==> src/rtl/mole_timer_bank_if.sv <==
// Bundle of control inputs and status outputs exchanged between the game core
// and the mole timer bank. The game core drives through the master modport and
// the timer bank answers through the slave modport.
interface mole_timer_bank_if #(
   parameter int NUM_HOLES = 4,
   parameter int MISS_W    = 8
);
   logic                 enable;
   logic                 pause;
   logic                 clear_stats;
   logic [1:0]           level;
   logic [NUM_HOLES-1:0] start;
   logic [NUM_HOLES-1:0] hit;
   logic [NUM_HOLES-1:0] active;
   logic [NUM_HOLES-1:0] timeout_pulse;
   logic [NUM_HOLES-1:0] hit_pulse;
   logic                 any_active;
   logic [MISS_W-1:0]    miss_count;

   modport master (
      output enable,
      output pause,
      output clear_stats,
      output level,
      output start,
      output hit,
      input  active,
      input  timeout_pulse,
      input  hit_pulse,
      input  any_active,
      input  miss_count
   );

   modport slave (
      input  enable,
      input  pause,
      input  clear_stats,
      input  level,
      input  start,
      input  hit,
      output active,
      output timeout_pulse,
      output hit_pulse,
      output any_active,
      output miss_count
   );
endinterface

==> src/rtl/mole_timer_bank.sv <==
// Bank of independent mole lifetime timers. Each hole counts down a lifetime
// picked from four difficulty levels when its mole appears, and ends with
// either a hit pulse (valid whack) or a timeout pulse (mole escaped). Escapes
// are totalled in a saturating miss counter for the scoring/lives logic.
module mole_timer_bank #(
   parameter int NUM_HOLES = 4,
   parameter int CNT_W     = 8,
   parameter int MISS_W    = 8,
   parameter int TICKS_L0  = 10,
   parameter int TICKS_L1  = 7,
   parameter int TICKS_L2  = 4,
   parameter int TICKS_L3  = 2
) (
   input  logic               clk_game,
   input  logic               rst,
   mole_timer_bank_if.slave   bus
);

   // Wide enough to add a full popcount to the miss total without wrapping.
   localparam int SUM_W = MISS_W + $clog2(NUM_HOLES + 1);
   localparam logic [SUM_W-1:0] MISS_MAX = {{(SUM_W-MISS_W){1'b0}}, {MISS_W{1'b1}}};
   localparam logic [CNT_W-1:0] CNT_ONE  = CNT_W'(1);

   logic [NUM_HOLES-1:0][CNT_W-1:0] cnt_q, cnt_d;
   logic [NUM_HOLES-1:0]            active_q, active_d;
   logic [NUM_HOLES-1:0]            timeout_q, timeout_d;
   logic [NUM_HOLES-1:0]            hit_q, hit_d;
   logic [MISS_W-1:0]               miss_q, miss_d;
   logic                            run;
   logic [SUM_W-1:0]                expiries;
   logic [SUM_W-1:0]                miss_sum;

   // Lifetime in ticks for a given difficulty level.
   function automatic logic [CNT_W-1:0] level_ticks(input logic [1:0] lvl);
      logic [CNT_W-1:0] ticks;
      case (lvl)
         2'd0:    ticks = CNT_W'(TICKS_L0);
         2'd1:    ticks = CNT_W'(TICKS_L1);
         2'd2:    ticks = CNT_W'(TICKS_L2);
         default: ticks = CNT_W'(TICKS_L3);
      endcase
      return ticks;
   endfunction

   assign run = bus.enable & ~bus.pause;

   // Per-hole next state: disable clears, pause freezes, then start, hit,
   // expiry and plain countdown in falling priority. Pulses default to 0.
   always_comb begin
      cnt_d     = cnt_q;
      active_d  = active_q;
      timeout_d = '0;
      hit_d     = '0;
      for (int i = 0; i < NUM_HOLES; i++) begin
         if (!bus.enable) begin
            cnt_d[i]    = '0;
            active_d[i] = 1'b0;
         end else if (!bus.pause) begin
            if (bus.start[i]) begin
               cnt_d[i]    = level_ticks(bus.level);
               active_d[i] = 1'b1;
            end else if (bus.hit[i] && active_q[i]) begin
               cnt_d[i]    = '0;
               active_d[i] = 1'b0;
               hit_d[i]    = 1'b1;
            end else if (active_q[i] && (cnt_q[i] == CNT_ONE)) begin
               cnt_d[i]     = '0;
               active_d[i]  = 1'b0;
               timeout_d[i] = 1'b1;
            end else if (active_q[i]) begin
               cnt_d[i] = cnt_q[i] - CNT_ONE;
            end
         end
      end
   end

   // Count the holes whose moles escape at this edge.
   always_comb begin
      expiries = '0;
      for (int i = 0; i < NUM_HOLES; i++) begin
         expiries = expiries + SUM_W'(timeout_d[i]);
      end
   end

   // Saturating miss total; a stats clear wins over a same-edge increment.
   always_comb begin
      miss_sum = SUM_W'(miss_q) + expiries;
      miss_d   = miss_q;
      if (bus.clear_stats) begin
         miss_d = '0;
      end else if (run) begin
         if (miss_sum > MISS_MAX) begin
            miss_d = MISS_W'(MISS_MAX);
         end else begin
            miss_d = MISS_W'(miss_sum);
         end
      end
   end

   // State and output registers, all cleared by the asynchronous reset.
   always_ff @(posedge clk_game or posedge rst) begin
      if (rst) begin
         cnt_q     <= '0;
         active_q  <= '0;
         timeout_q <= '0;
         hit_q     <= '0;
         miss_q    <= '0;
      end else begin
         cnt_q     <= cnt_d;
         active_q  <= active_d;
         timeout_q <= timeout_d;
         hit_q     <= hit_d;
         miss_q    <= miss_d;
      end
   end

   assign bus.active        = active_q;
   assign bus.timeout_pulse = timeout_q;
   assign bus.hit_pulse     = hit_q;
   assign bus.miss_count    = miss_q;
   assign bus.any_active    = |active_q;

endmodule

==> src/flat_wrapper.sv <==
// flat-port wrapper written by rule: the top's interface ports become plain ports
module mole_timer_bank_flat 
#(
   parameter int NUM_HOLES = 4,
   parameter int CNT_W     = 8,
   parameter int MISS_W    = 8,
   parameter int TICKS_L0  = 10,
   parameter int TICKS_L1  = 7,
   parameter int TICKS_L2  = 4,
   parameter int TICKS_L3  = 2
)
  (clk_game, rst, bus_enable, bus_pause, bus_clear_stats, bus_level, bus_start, bus_hit, bus_active, bus_timeout_pulse, bus_hit_pulse, bus_any_active, bus_miss_count);
  mole_timer_bank_if #(.NUM_HOLES(NUM_HOLES), .MISS_W(MISS_W)) bus_i ();
  input  logic clk_game;
  input  logic rst;
  input wire logic [$bits(bus_i.enable)-1:0] bus_enable;
  input wire logic [$bits(bus_i.pause)-1:0] bus_pause;
  input wire logic [$bits(bus_i.clear_stats)-1:0] bus_clear_stats;
  input wire logic [$bits(bus_i.level)-1:0] bus_level;
  input wire logic [$bits(bus_i.start)-1:0] bus_start;
  input wire logic [$bits(bus_i.hit)-1:0] bus_hit;
  output wire logic [$bits(bus_i.active)-1:0] bus_active;
  output wire logic [$bits(bus_i.timeout_pulse)-1:0] bus_timeout_pulse;
  output wire logic [$bits(bus_i.hit_pulse)-1:0] bus_hit_pulse;
  output wire logic [$bits(bus_i.any_active)-1:0] bus_any_active;
  output wire logic [$bits(bus_i.miss_count)-1:0] bus_miss_count;
  assign bus_i.enable = bus_enable;
  assign bus_i.pause = bus_pause;
  assign bus_i.clear_stats = bus_clear_stats;
  assign bus_i.level = bus_level;
  assign bus_i.start = bus_start;
  assign bus_i.hit = bus_hit;
  assign bus_active = bus_i.active;
  assign bus_timeout_pulse = bus_i.timeout_pulse;
  assign bus_hit_pulse = bus_i.hit_pulse;
  assign bus_any_active = bus_i.any_active;
  assign bus_miss_count = bus_i.miss_count;
  mole_timer_bank #(.NUM_HOLES(NUM_HOLES), .CNT_W(CNT_W), .MISS_W(MISS_W), .TICKS_L0(TICKS_L0), .TICKS_L1(TICKS_L1), .TICKS_L2(TICKS_L2), .TICKS_L3(TICKS_L3)) u_core (.clk_game(clk_game), .rst(rst), .bus(bus_i));
endmodule
==> config.mk <==
export PLATFORM = sky130hd
export DESIGN_NAME = mole_timer_bank_flat
export DESIGN_NICKNAME = d
export VERILOG_FILES = /design/src/rtl/mole_timer_bank_if.sv /design/src/rtl/mole_timer_bank.sv /design/src/flat_wrapper.sv
export SDC_FILE = /design/constraint.sdc
export NUM_CORES = 1
export LEC_CHECK = 0
export ABC_AREA = 0
export CAP_MARGIN = 20
export CORE_UTILIZATION = 44
export DETAILED_ROUTE_END_ITERATION = 16
export PLACE_DENSITY_LB_ADDON = 0.12
export SLEW_MARGIN = 20
export SYNTH_ARGS = -nofsm -noshare
export SYNTH_HDL_FRONTEND = slang
export SYNTH_SLANG_ARGS = --single-unit
==> constraint.sdc <==
create_clock -name clk_game -period 5.3 [get_ports clk_game]
set_input_delay 0.53 -clock clk_game [delete_from_list [all_inputs] [get_ports clk_game]]
set_output_delay 0.53 -clock clk_game [all_outputs]
set_load 0.1 [all_outputs]
* After elaboration in Yosys (flattened, before gate mapping)
Cells that the tools add are included.
** Storage, ports and cells
- Bits in registers :: 52
- Bits in latches :: 0
- RAM bits :: 0
- ROM bits :: 0
- Word-level logic and storage cells :: 140
- Memories kept :: 0
** Cells by class
- Add/subtract/negate cells :: 8
- Multiply operators :: 0
- Divide/modulo/power cells :: 0
- $lt $le $gt $ge :: 1
- Eq/ne operators :: 15
- Shift operators :: 0
- Mux-type cells :: 84
- Bitwise logic cells :: 2
- Reductions and logical operators :: 19
** Operators by type and width (count)
- 8-bit 2-to-1 mux :: 27
- 1-bit 2-to-1 mux :: 56
- 8-bit by 1-bit equality test with 1-bit output (second input constant) :: 4
- 8-bit by 1-bit subtractor with 8-bit output (second input constant) :: 4
- 11-bit by 1-bit adder with 11-bit output :: 2
- 5-bit by 1-bit inequality test with 1-bit output (second input constant) :: 4
- 4-bit by 1-bit inequality test with 1-bit output (second input constant) :: 4
- 2-bit AND reduction :: 8
- 4-bit one-hot mux with 3 select lines :: 1
- 8-bit by 11-bit adder with 11-bit output :: 1
- 11-bit by 8-bit greater-than comparator with 1-bit output (second input constant) :: 1
- 1-bit logical AND :: 8
- 4-bit OR reduction :: 1
- 1-bit by 1-bit adder with 2-bit output :: 1
- 2-bit by 1-bit equality test with 1-bit output (second input constant) :: 1
- 2-bit equality test (second input constant) :: 1
- 2-bit logical NOT :: 1
- 2-bit inequality test (second input constant) :: 1
- 2-bit nonzero test :: 1
- 1-bit bitwise AND :: 1
- 1-bit NOT :: 1

* Longest topological paths before layout
Gate-level depths: netlist of run 1.
- Depth in word-level cells :: 15
- Depth in mapped cells :: 15
- Gate-level depth less buffers :: 15

* Least setup slack after synthesis of run 1
Ideal clock, no wire load.
- Path type :: reg-to-reg
- Start point :: reg u_core.active_q[1], in the netlist u_core.bus.active[1]
- End point :: reg u_core.miss_q[5], in the netlist u_core.bus.miss_count[5]
- Setup time :: 0.094 ns
- Arrival time :: 3.948 ns
- Required time :: 5.206 ns
- Path slack :: 1.258 ns
- Cell stages (with the launch flop) :: 14
- Path through :: dfrtp_1 -> or4bb_1 -> nor2_1 -> and4_1 -> ha_1 -> inv_1 -> fa_1 -> inv_1 -> ha_1 -> fa_1 -> a21oi_1 -> or3b_2 -> and4_1 -> a211oi_1
** On the way
- Cells in the longest elaborated chain, start to end :: 14
- Elaborated cells on any way between the ends :: 15
- Classes of those cells :: 4 x add/sub; 1 x order compare; 8 x mux; 2 x reduce/logical
** RTL lines
- start: declaration :: line mole_timer_bank.sv:25 : logic [NUM_HOLES-1:0] active_q, active_d;
- start signal: assignment :: line mole_timer_bank.sv:110 : active_q <= active_d;
- 1-bit logical AND :: line mole_timer_bank.sv:66 : end else if (active_q[i] && (cnt_q[i] == CNT_ONE)) begin
- 1-bit 2-to-1 mux :: line mole_timer_bank.sv:66
- 1-bit 2-to-1 mux * :: line mole_timer_bank.sv:62 : end else if (bus.hit[i] && active_q[i]) begin
- 1-bit 2-to-1 mux * :: line mole_timer_bank.sv:59 : if (bus.start[i]) begin
- 1-bit 2-to-1 mux * :: line mole_timer_bank.sv:58 : end else if (!bus.pause) begin
- 1-bit 2-to-1 mux * :: line mole_timer_bank.sv:55 : if (!bus.enable) begin
- net u_core.timeout_d[1] :: line mole_timer_bank.sv:26 : logic [NUM_HOLES-1:0] timeout_q, timeout_d;
- 1-bit by 1-bit adder with 2-bit output * :: line mole_timer_bank.sv:81 : expiries = expiries + SUM_W'(timeout_d[i]);
- 11-bit by 1-bit adder with 11-bit output * (2 in a row) :: line mole_timer_bank.sv:81
- 8-bit by 11-bit adder with 11-bit output * :: line mole_timer_bank.sv:87 : miss_sum = SUM_W'(miss_q) + expiries;
- 11-bit by 8-bit greater-than comparator with 1-bit output :: line mole_timer_bank.sv:92 : if (miss_sum > MISS_MAX) begin
- 8-bit 2-to-1 mux * :: line mole_timer_bank.sv:92
- 8-bit 2-to-1 mux * :: line mole_timer_bank.sv:91 : end else if (run) begin
- 8-bit 2-to-1 mux * :: line mole_timer_bank.sv:89 : if (bus.clear_stats) begin
- end signal: assignment :: line mole_timer_bank.sv:113 : miss_q <= miss_d;
- end: declaration :: line mole_timer_bank.sv:28 : logic [MISS_W-1:0] miss_q, miss_d;
Mark *: on every way through the listed nets, which the timed path passes. The rest lies on a longest branch. The select of a mux whose other input is x is not followed.
A chain may end at the register's enable or synchronous reset.

* Final worst setup path of run 1
- Start point :: reg u_core.cnt_q[18] (netlist name)
- End point :: reg u_core.miss_q[5], in the netlist u_core.bus.miss_count[5]
** On the way
- Cells in the longest elaborated chain, start to end :: 14
** RTL lines
- start: declaration :: line mole_timer_bank.sv:24 : logic [NUM_HOLES-1:0][CNT_W-1:0] cnt_q, cnt_d;
- start signal: assignment :: line mole_timer_bank.sv:109 : cnt_q <= cnt_d;
- 8-bit by 1-bit equality test with 1-bit output * :: line mole_timer_bank.sv:66
- 1-bit logical AND * :: line mole_timer_bank.sv:66
- 1-bit 2-to-1 mux * :: line mole_timer_bank.sv:66
- 1-bit 2-to-1 mux * :: line mole_timer_bank.sv:62
- 1-bit 2-to-1 mux * :: line mole_timer_bank.sv:59
- 1-bit 2-to-1 mux * :: line mole_timer_bank.sv:58
- 1-bit 2-to-1 mux * :: line mole_timer_bank.sv:55
- 11-bit by 1-bit adder with 11-bit output * (2 in a row) :: line mole_timer_bank.sv:81
- 8-bit by 11-bit adder with 11-bit output * :: line mole_timer_bank.sv:87
- 11-bit by 8-bit greater-than comparator with 1-bit output :: line mole_timer_bank.sv:92
- 8-bit 2-to-1 mux * :: line mole_timer_bank.sv:92
- 8-bit 2-to-1 mux * :: line mole_timer_bank.sv:91
- 8-bit 2-to-1 mux * :: line mole_timer_bank.sv:89
Every way passes the cells marked *; elsewhere a longest branch is shown, timed or not. The select of a mux whose other input is x is not followed.

==> impl_metrics.json, run 1 <==
{
  "synth_area_leaders": "dfrtp_1 41%, ha_1 6.3%, xnor2_1 3.3%, inv_1 3.2%, nand2_1 2.5%",
  "r2r-start": "u_core.cnt_q[18]$_DFFE_PP0P_",
  "fp.dieH_um": 87.06,
  "grt_overflow": 0,
  "fmax_mhz": 238.6,
  "syn_nets": 366,
  "cts_buffers": 5,
  "post-route-min-period_ns": 4.191,
  "rr_endpoint": "u_core.bus.miss_count[5]$_DFFE_PP0P_",
  "rsz0062_at_grt": "false",
  "hold_viol_final": 0,
  "gp_congestion": 0.8548,
  "start_util_pct": 46.09,
  "synth_edf_count": 0,
  "slowest_delay_ns": 0.57,
  "drv_slew": 0,
  "cts_setup_buffers": 0,
  "crit_slowest_cell": "or4_4",
  "grt_max_degree": 53,
  "finalSetupViolCount": 0,
  "cts_hold_buffers": 0,
  "p_leak_nw": 1.640,
  "hold_class": "register to register",
  "die_w_um": 87.06,
  "holdPathStages": 1,
  "coreArea_um2": 6907,
  "synth.most_common_cell": "dfrtp_1",
  "num_vias": 2669,
  "power_per_cell_area_nw_per_um2": 261.4,
  "cp.arrival_ns": 4.41,
  "min_delay_worst_endpoint": "u_core.cnt_q[1]$_DFFE_PP0P_",
  "ios": 36,
  "peakVddDrop_mv": 0.1035,
  "ff2ff_path_depth": 11,
  "clock-sinks": 52,
  "first_pass_iters": 5,
  "cts_tree": "yes",
  "antenna_found_initial": 0,
  "path_class": "register to register",
  "detail-route-antenna-nets": 0,
  "placementRows": 30,
  "start_kind": "register",
  "grt_pass1_wl_um": 13050,
  "grt.total_usage_pct": 22.29,
  "vias_per_cell": 5.740,
  "drc": 0,
  "slew_headroom_pct": 35.32,
  "utilization_pct": 54.02,
  "synth-seq-cells": 52,
  "synthTopCellsByCount": "52 x dfrtp_1, 27 x inv_1, 21 x nand2_1, 21 x nor2_1, 16 x ha_1",
  "critical_path.cell_chain": "or4_4, or4b_4, or4_4, fa_1, inv_1, ha_1, fa_1, a21oi_1, or3b_2, and4_1, a211oi_1",
  "cp-end-kind": "register",
  "min_period_over_period_pct": 79.08,
  "wire_per_inst_um": 16.51,
  "clock_path_buffers": 2,
  "ys_seq_area_share_pct": 40.88,
  "cts_resized": 0,
  "antennaDiodeCount": 0,
  "fin_nets": 401,
  "clk_latency_ns": 0.30,
  "outcome": "finished, final reports clean",
  "ff2ff_setup_slack_ns": 1.11,
  "worst_slew_pin_slew_ns": 0.9672,
  "async_reset_ff_share_pct": 100.0,
  "finalSetupTns_ns": 0,
  "ys.flop_type": "dfrtp_1",
  "clk_pin_slew_worst_paths_ns": 0.10,
  "routed_wl_um": 7676,
  "synth_top_area_share_pct": 40.88,
  "clockRootBuffer": "clkbuf_8",
  "avgSynthCellArea_um2": 9.559,
  "holdWs_ns": 0.5241,
  "hold_start": "u_core.cnt_q[1]$_DFFE_PP0P_",
  "drive_gt1_share_pct": 6.233,
  "synth_cell_type_count": 58,
  "detailed_place_hpwl_um": 5558,
  "synth-warning-count": 0,
  "portBuffers": 35,
  "yosysTopAreaCell": "dfrtp_1",
  "drt-initial-drc-count": 222,
  "drv_cap": 0,
  "syn2layout_area_growth_pct": 17.22,
  "grt_pass1_vias": 2584,
  "cp_max_fo": 6,
  "syn_inst": 333,
  "required_ns": 5.52,
  "placed_area_um2": 3642,
  "die-area_um2": 7579,
  "h-tree-depth": 2,
  "fin_worst_skew_ns": 0.007872,
  "syn_area_um2": 3183,
  "fin_area_um2": 3731
}
-- through the flow --
stage	worst slack (ns)	total power, W	cells
detailed placement	1.003	0.0007498	457
floorplan	1.258	0.0006761	333
CTS	1.119	0.0009815	465
global route	0.9686	0.001034	465
global placement	1.201	0.0007475	457
finish	1.109	0.0009752	465
-- sequential cells by signal (all words and copies together), names as in the netlist --
| register | flops |
|---|---|
| u_core.bus.timeout_pulse | 4 |
| u_core.bus.hit_pulse | 4 |
| u_core.bus.miss_count | 8 |
| u_core.cnt_q | 32 |
| u_core.bus.active | 4 |
-- where the power goes --
part	total [W]	switching (W)	internal (W)
sequential	0.000471	0.0000415	0.000430
clock	0.000231	0.000137	0.0000944
combinational	0.000273	0.000161	0.000112
-- cell families after synthesis --
| group | synth area share, % |
|---|---|
| compound gates | 21.15 |
| xor+xnor | 3.302 |
| fa+ha+maj | 7.547 |
| buf+inv | 4.599 |
| flops | 40.88 |
| mux | 1.297 |
| simple gates | 21.23 |
-- critical path: cells and delay by family (launching register included) --
family,cells,cell delay (ns)
AOI/OAI and AO/OA,2,0.36
buffers and inverters,1,0.07
adders and majority gates,3,0.89
DFF,1,0.43
and+or+nand+nor,5,2.35
-- placed cells by master, fill, tap and decap left out, types with 8 or more instances in the layout --
cell type         n
nand3_1           8
clkdlybuf4s50_1  35
a211oi_1         10
ha_1             16
dfrtp_1          52
nor3_1            8
o21ai_0          11
nor4b_1           9
xnor2_1          12
nand2_1          21
inv_1            26
a21oi_1          12
nor2_1           21
-- worst max-delay path by stage --
| stage | from | cells past startpoint | slack (ns) | endpoint |
|---|---|---|---|---|
| CTS | u_core.cnt_q[18]$_DFFE_PP0P_ | 11 | 1.12 | u_core.bus.miss_count[5]$_DFFE_PP0P_ |
| finish | u_core.cnt_q[18]$_DFFE_PP0P_ | 11 | 1.11 | u_core.bus.miss_count[5]$_DFFE_PP0P_ |
| global route | u_core.cnt_q[18]$_DFFE_PP0P_ | 11 | 0.97 | u_core.bus.miss_count[5]$_DFFE_PP0P_ |
| detailed placement | bus_enable | 14 | 1.00 | u_core.bus.miss_count[5]$_DFFE_PP0P_ |
| global placement | bus_pause | 14 | 1.20 | u_core.bus.miss_count[5]$_DFFE_PP0P_ |
| floorplan | u_core.bus.active[1]$_DFFE_PP0P_ | 13 | 1.26 | u_core.bus.miss_count[5]$_DFFE_PP0P_ |
-- layout make-up --
cell class	instances	area [µm²]
tap	96	120.1
multi-input combinational	242	1735
clock buffer	6	72.57
timing repair buffer	39	380.4
inverter	28	105.1
fill	664	3176
sequential	52	1301
clock inverter	2	16.27
-- metal layers --
layer	vias up	track usage, %	routed length [µm]
met5	-	0	0
li1	1313	-	-
met1	1268	32.09	3778
met2	84	34.86	3419
met3	4	4.171	425
met4	0	4.848	53
Note: power is estimated with default switching activity, not from simulation.
==> run 2, diff against run 1 <==
- clock period: 5.3 -> 3.8 ns (I/O delays scaled with it)
==> run 2 against run 1 <==
Compared with the run above:
- fmax rose by 12%
- combinational power rose by 52%
- worst hold slack improved by 0.0087 ns
- routed wire length rose by 1.2%
- sequential share of layout area fell by 1.9 points
- power rose by 49%
- setup slack got worse by 1.0 ns
- global-route usage fell by 0.059 points
- sequential power rose by 38%
==> impl_metrics.json, run 2 (synthesis results as in run 1) <==
{
  "slew_headroom_pct": 34.87,
  "ff2ff_setup_slack_ns": 0.06,
  "gp_congestion": 0.8443,
  "cp.arrival_ns": 3.96,
  "ios": 36,
  "grt_max_degree": 39,
  "dp_slack_ns": -0.03289,
  "drv_cap": 0,
  "num_vias": 2734,
  "clockRootBuffer": "clkbuf_8",
  "finalSetupViolCount": 0,
  "routed_wl_um": 7769,
  "vias_per_cell": 5.637,
  "peakVddDrop_mv": 0.1979,
  "fillerInstances": 664,
  "min_period_over_period_pct": 98.29,
  "outcome": "finished, final reports clean",
  "layout.cells.non_filler": 485,
  "grt_pass1_vias": 2597,
  "detail-route-antenna-nets": 0,
  "cp_max_fo": 4,
  "h-tree-depth": 2,
  "clk_latency_ns": 0.31,
  "coreArea_um2": 6907,
  "hold_viol_final": 0,
  "crit_slowest_cell": "or4_4",
  "antennaDiodeCount": 0,
  "endpoint": "u_core.bus.miss_count[5]$_DFFE_PP0P_",
  "die_w_um": 87.06,
  "slowest_delay_ns": 0.53,
  "setup_ws_ns": 0.06490,
  "clk_pin_slew_worst_paths_ns": 0.10,
  "portBuffers": 35,
  "final_cell_mix": "51 x dfrtp_1, 35 x clkdlybuf4s50_1, 25 x inv_1, 24 x buf_4",
  "required_ns": 4.03,
  "post-route-min-period_ns": 3.735,
  "largest-register": "u_core.cnt_q",
  "first_pass_iters": 4,
  "largest_register_ffs": 32,
  "die-area_um2": 7579,
  "ff2ff_path_depth": 11,
  "drv_slew": 0,
  "clock-sinks": 52,
  "hold_start": "u_core.cnt_q[9]$_DFFE_PP0P_",
  "fp.dieH_um": 87.06,
  "placed_area_um2": 3790,
  "p_leak_nw": 1.750,
  "cts_tree": "yes",
  "fmax_mhz": 267.7,
  "cp-end-kind": "register",
  "fin_worst_skew_ns": 0.01171,
  "start_kind": "register",
  "syn2layout_area_growth_pct": 23.94,
  "rr_endpoint": "u_core.bus.miss_count[5]$_DFFE_PP0P_",
  "dp.cells": 474,
  "grt_overflow": 0,
  "grt.total_usage_pct": 22.23,
  "hold_class": "register to register",
  "detailed_place_hpwl_um": 5800,
  "r2r-start": "u_core.cnt_q[21]$_DFFE_PP0P_",
  "placementRows": 30,
  "critical_path.cell_chain": "or4_4, or4b_4, or4_4, fa_1, inv_2, ha_4, fa_2, a21oi_4, or3b_4, and4_1, a211oi_2",
  "cts_buffers": 5,
  "cts_hold_buffers": 0,
  "fin_nets": 421,
  "drc": 0,
  "worst_slew_pin_slew_ns": 0.9740,
  "path_class": "register to register",
  "power_per_cell_area_nw_per_um2": 367.9,
  "crit_path_start": "u_core.cnt_q[21]$_DFFE_PP0P_",
  "critical_path.most_common_cell": "or4_4",
  "clock_path_buffers": 2,
  "grt_pass1_wl_um": 12950,
  "start_util_pct": 46.09,
  "fin_area_um2": 3945,
  "drive_gt1_share_pct": 13.11,
  "layout_commonest_cell": "dfrtp_1",
  "drt-initial-drc-count": 113,
  "antenna_found_initial": 0,
  "rsz0062_at_grt": "true",
  "wire_per_inst_um": 16.02
}
[run 2: worst min-delay path by stage]
stage,end,depth (start not counted)
6_report,u_core.cnt_q[9]$_DFFE_PP0P_,1
5_1_grt,u_core.cnt_q[9]$_DFFE_PP0P_,1
4_1_cts,u_core.cnt_q[9]$_DFFE_PP0P_,1
3_5_place_dp,u_core.cnt_q[9]$_DFFE_PP0P_,1
3_3_place_gp,u_core.cnt_q[1]$_DFFE_PP0P_,1
2_1_floorplan,u_core.bus.miss_count[2]$_DFFE_PP0P_,1
[run 2: critical path, delay by kind of cell (launching register included)]
kind,cells,cell delay [ns]
AND/OR/NAND/NOR,5,2.16
AO/OA/AOI/OAI,2,0.22
flip-flops,1,0.39
adder cells (fa/ha/maj),3,0.81
buffers and inverters,1,0.08
[run 2: cell type report]
cell class,instances,area (µm²),area share [%]
multi-input combinational,242,1775,45.00
clock inverter,3,42.54,1.078
timing repair buffer,59,530.5,13.45
sequential,52,1303,33.02
inverter,28,105.1,2.664
tap,96,120.1,3.045
clock buffer,5,68.82,1.744
[run 2: per-layer routing]
| metal | track usage (%) | vias up | wire length [µm] |
|---|---|---|---|
| met2 | 35.50 | 72 | 3534 |
| met3 | 3.602 | 8 | 354 |
| met5 | 0 | - | 0 |
| met1 | 31.46 | 1308 | 3793 |
| met4 | 5.606 | 0 | 87 |
| li1 | - | 1346 | - |
[run 2: report_power, final]
part,switching [W],leakage (nW),total (W),internal (W)
Clock,0.000192,0.0541,0.000387,0.000195
Combinational,0.000238,1.00,0.000414,0.000176
Sequential,0.0000506,0.696,0.000650,0.000599
Total,0.000480,1.75,0.00145,0.000971
[run 2: per-stage QoR]
stage	util [%]	setup TNS, ns	hold WS, ns	total power [W]
3_5_place_dp	54.87	-0.03289	0.5065	0.001069
6_report	57.12	0	0.5328	0.001451
2_1_floorplan	-	0	0.4462	0.0009438
4_1_cts	56.70	0	0.5285	0.001458
3_3_place_gp	54.87	0	0.4924	0.001065
5_1_grt	57.12	-0.06098	0.5517	0.001533
[run 2: repair_timing]
action / 4_1_cts / 5_1_grt
endpoints found under the setup margin: 1 / 6
buffers inserted: 2 / 1
pin swaps: 2 / 1
gates cloned: 0 / 0
gates resized for setup: 0 / 4
hold endpoints to repair: 0 / 0
==> run 3, diff against run 2 <==
- SLEW_MARGIN: 20 -> not set
==> results of run 3 <==
The final DEF is identical to that of run 2; final timing and power are the same.
==> edit (config.mk and constraints of run 1) <==
`NUM_HOLES` is set to 4 in 3 places; all go to 8.
--- a/src/rtl/mole_timer_bank_if.sv
+++ b/src/rtl/mole_timer_bank_if.sv
@@ -2,7 +2,7 @@
 // and the mole timer bank. The game core drives through the master modport and
 // the timer bank answers through the slave modport.
 interface mole_timer_bank_if #(
-   parameter int NUM_HOLES = 4,
+   parameter int NUM_HOLES = 8,
    parameter int MISS_W    = 8
 );
    logic                 enable;
--- a/src/rtl/mole_timer_bank.sv
+++ b/src/rtl/mole_timer_bank.sv
@@ -3,7 +3,7 @@
 // either a hit pulse (valid whack) or a timeout pulse (mole escaped). Escapes
 // are totalled in a saturating miss counter for the scoring/lives logic.
 module mole_timer_bank #(
-   parameter int NUM_HOLES = 4,
+   parameter int NUM_HOLES = 8,
    parameter int CNT_W     = 8,
    parameter int MISS_W    = 8,
    parameter int TICKS_L0  = 10,
--- a/src/flat_wrapper.sv
+++ b/src/flat_wrapper.sv
@@ -1,7 +1,7 @@
 // flat-port wrapper written by rule: the top's interface ports become plain ports
 module mole_timer_bank_flat 
 #(
-   parameter int NUM_HOLES = 4,
+   parameter int NUM_HOLES = 8,
    parameter int CNT_W     = 8,
    parameter int MISS_W    = 8,
    parameter int TICKS_L0  = 10,
Interface: changed (5 resized); port bits go from 36 to 56. The function was not compared with the original's and may differ.
==> edit against run 1 <==
Final area rose by 94%. Wire length increased by 110%. Largest power group unchanged. Global-route usage grew 0.87 points. Clock skew is 1.2 ps lower. Total power rose by 110%. Die area grew 90%. Setup slack got worse by 720 ps. Critical path type unchanged. Sequential share of layout area fell by 1.6 points. Critical endpoint is now u_core.bus.miss_count[2]. First-iteration DRC count grew 82%. Area after synthesis rose by 93%. Sequential cell count increased by 44.
==> edit: results <==
set metrics [dict create \
    syn-num-nets 708 \
    status "finished, final reports clean" \
    grt_pass1_vias 5106 \
    ys_seq_elements 96 \
    max-slew-margin-rel 0.324 \
    slowest_stage "fa_1" \
    synth_top_cells_by_count "dfrtp_1, inv_1, nor2_1" \
    sh_seq_area 0.333 \
    ys_types 82 \
    seq_area_frac_synth 0.391 \
    skew_ps 6.66 \
    insertion_delay_ps 360 \
    clkTransAtPathRegs_ps 70 \
    drive_gt1_frac 0.108 \
    clock_area_frac 0.0390 \
    cts_buffers 9 \
    critPathTopFamily "adder cells" \
    multi_input_cells 468 \
    grt_pass1_wl_um 26100 \
    nFillCells 1214 \
    synth_fa_ha_area_frac 0.0762 \
    port-buffer-count 55 \
    drt_iter0_markers 403 \
    peakVddDrop_mv 0.145 \
    nonClkBufAreaFrac 0.0922 \
    synthMuxAreaShare 0.00815 \
    clockRootBuffer "clkbuf_16" \
]
edit: changes by cell type after synthesis, moves of 7 or more:
cell,before,now
nand2_1,21,42
o21ai_0,11,25
a311oi_1,1,9
inv_1,27,60
ha_1,16,31
a2111oi_2,0,7
xor2_1,0,7
nor2_1,21,59
a21oi_1,12,26
a31oi_1,6,14
nand4_1,1,8
dfrtp_1,52,96
nand3_1,8,17
buf_2,0,8
edit: timing repair:
item / 4_1_cts / 5_1_grt
hold endpoints to repair: 0 / 0
endpoints found under the setup margin: 0 / 7
resized for setup: 0 / 2
edit: routing by layer:
layer,global-route usage,vias to the layer above
li1,-,2521
met1,0.323,2570
met2,0.353,174
met3,0.0295,27
met4,0.113,0
met5,0,-
edit: cell families after synthesis:
kind of cell / after synthesis
mux: 5
buf+inv: 86
flops: 96
simple gates: 215
fa+ha+maj: 35
compound gates: 189
xor+xnor: 24
edit: final timing paths:
path | start | endpoint | slack [ps]
worst max-delay path | u_core.cnt_q[1] | u_core.bus.miss_count[2] | 390
worst min-delay path | u_core.cnt_q[17] | u_core.cnt_q[17] | 510
worst max register to register | u_core.cnt_q[1] | u_core.bus.miss_count[2] | 390
worst min register to register | u_core.cnt_q[17] | u_core.cnt_q[17] | 510
max in group asynchronous | rst | u_core.cnt_q[4] | 3650
min in group asynchronous | rst | u_core.bus.timeout_pulse[7] | 720
edit: power groups by stage:
stage                     clock, µW  sequential, µW  combinational, µW
after floorplan                   0             919                369
after global placement            0             881                540
after detailed placement          0             884                547
after CTS                       660             870                550
after global routing            691             881                605
final                           649             872                551
edit: through the flow:
stage          setup WS (ps)  cells
3_3_place_gp             265    873
5_1_grt                 18.5    889
2_1_floorplan            165    650
6_report                 387    889
4_1_cts                  219    889
3_5_place_dp            35.3    873
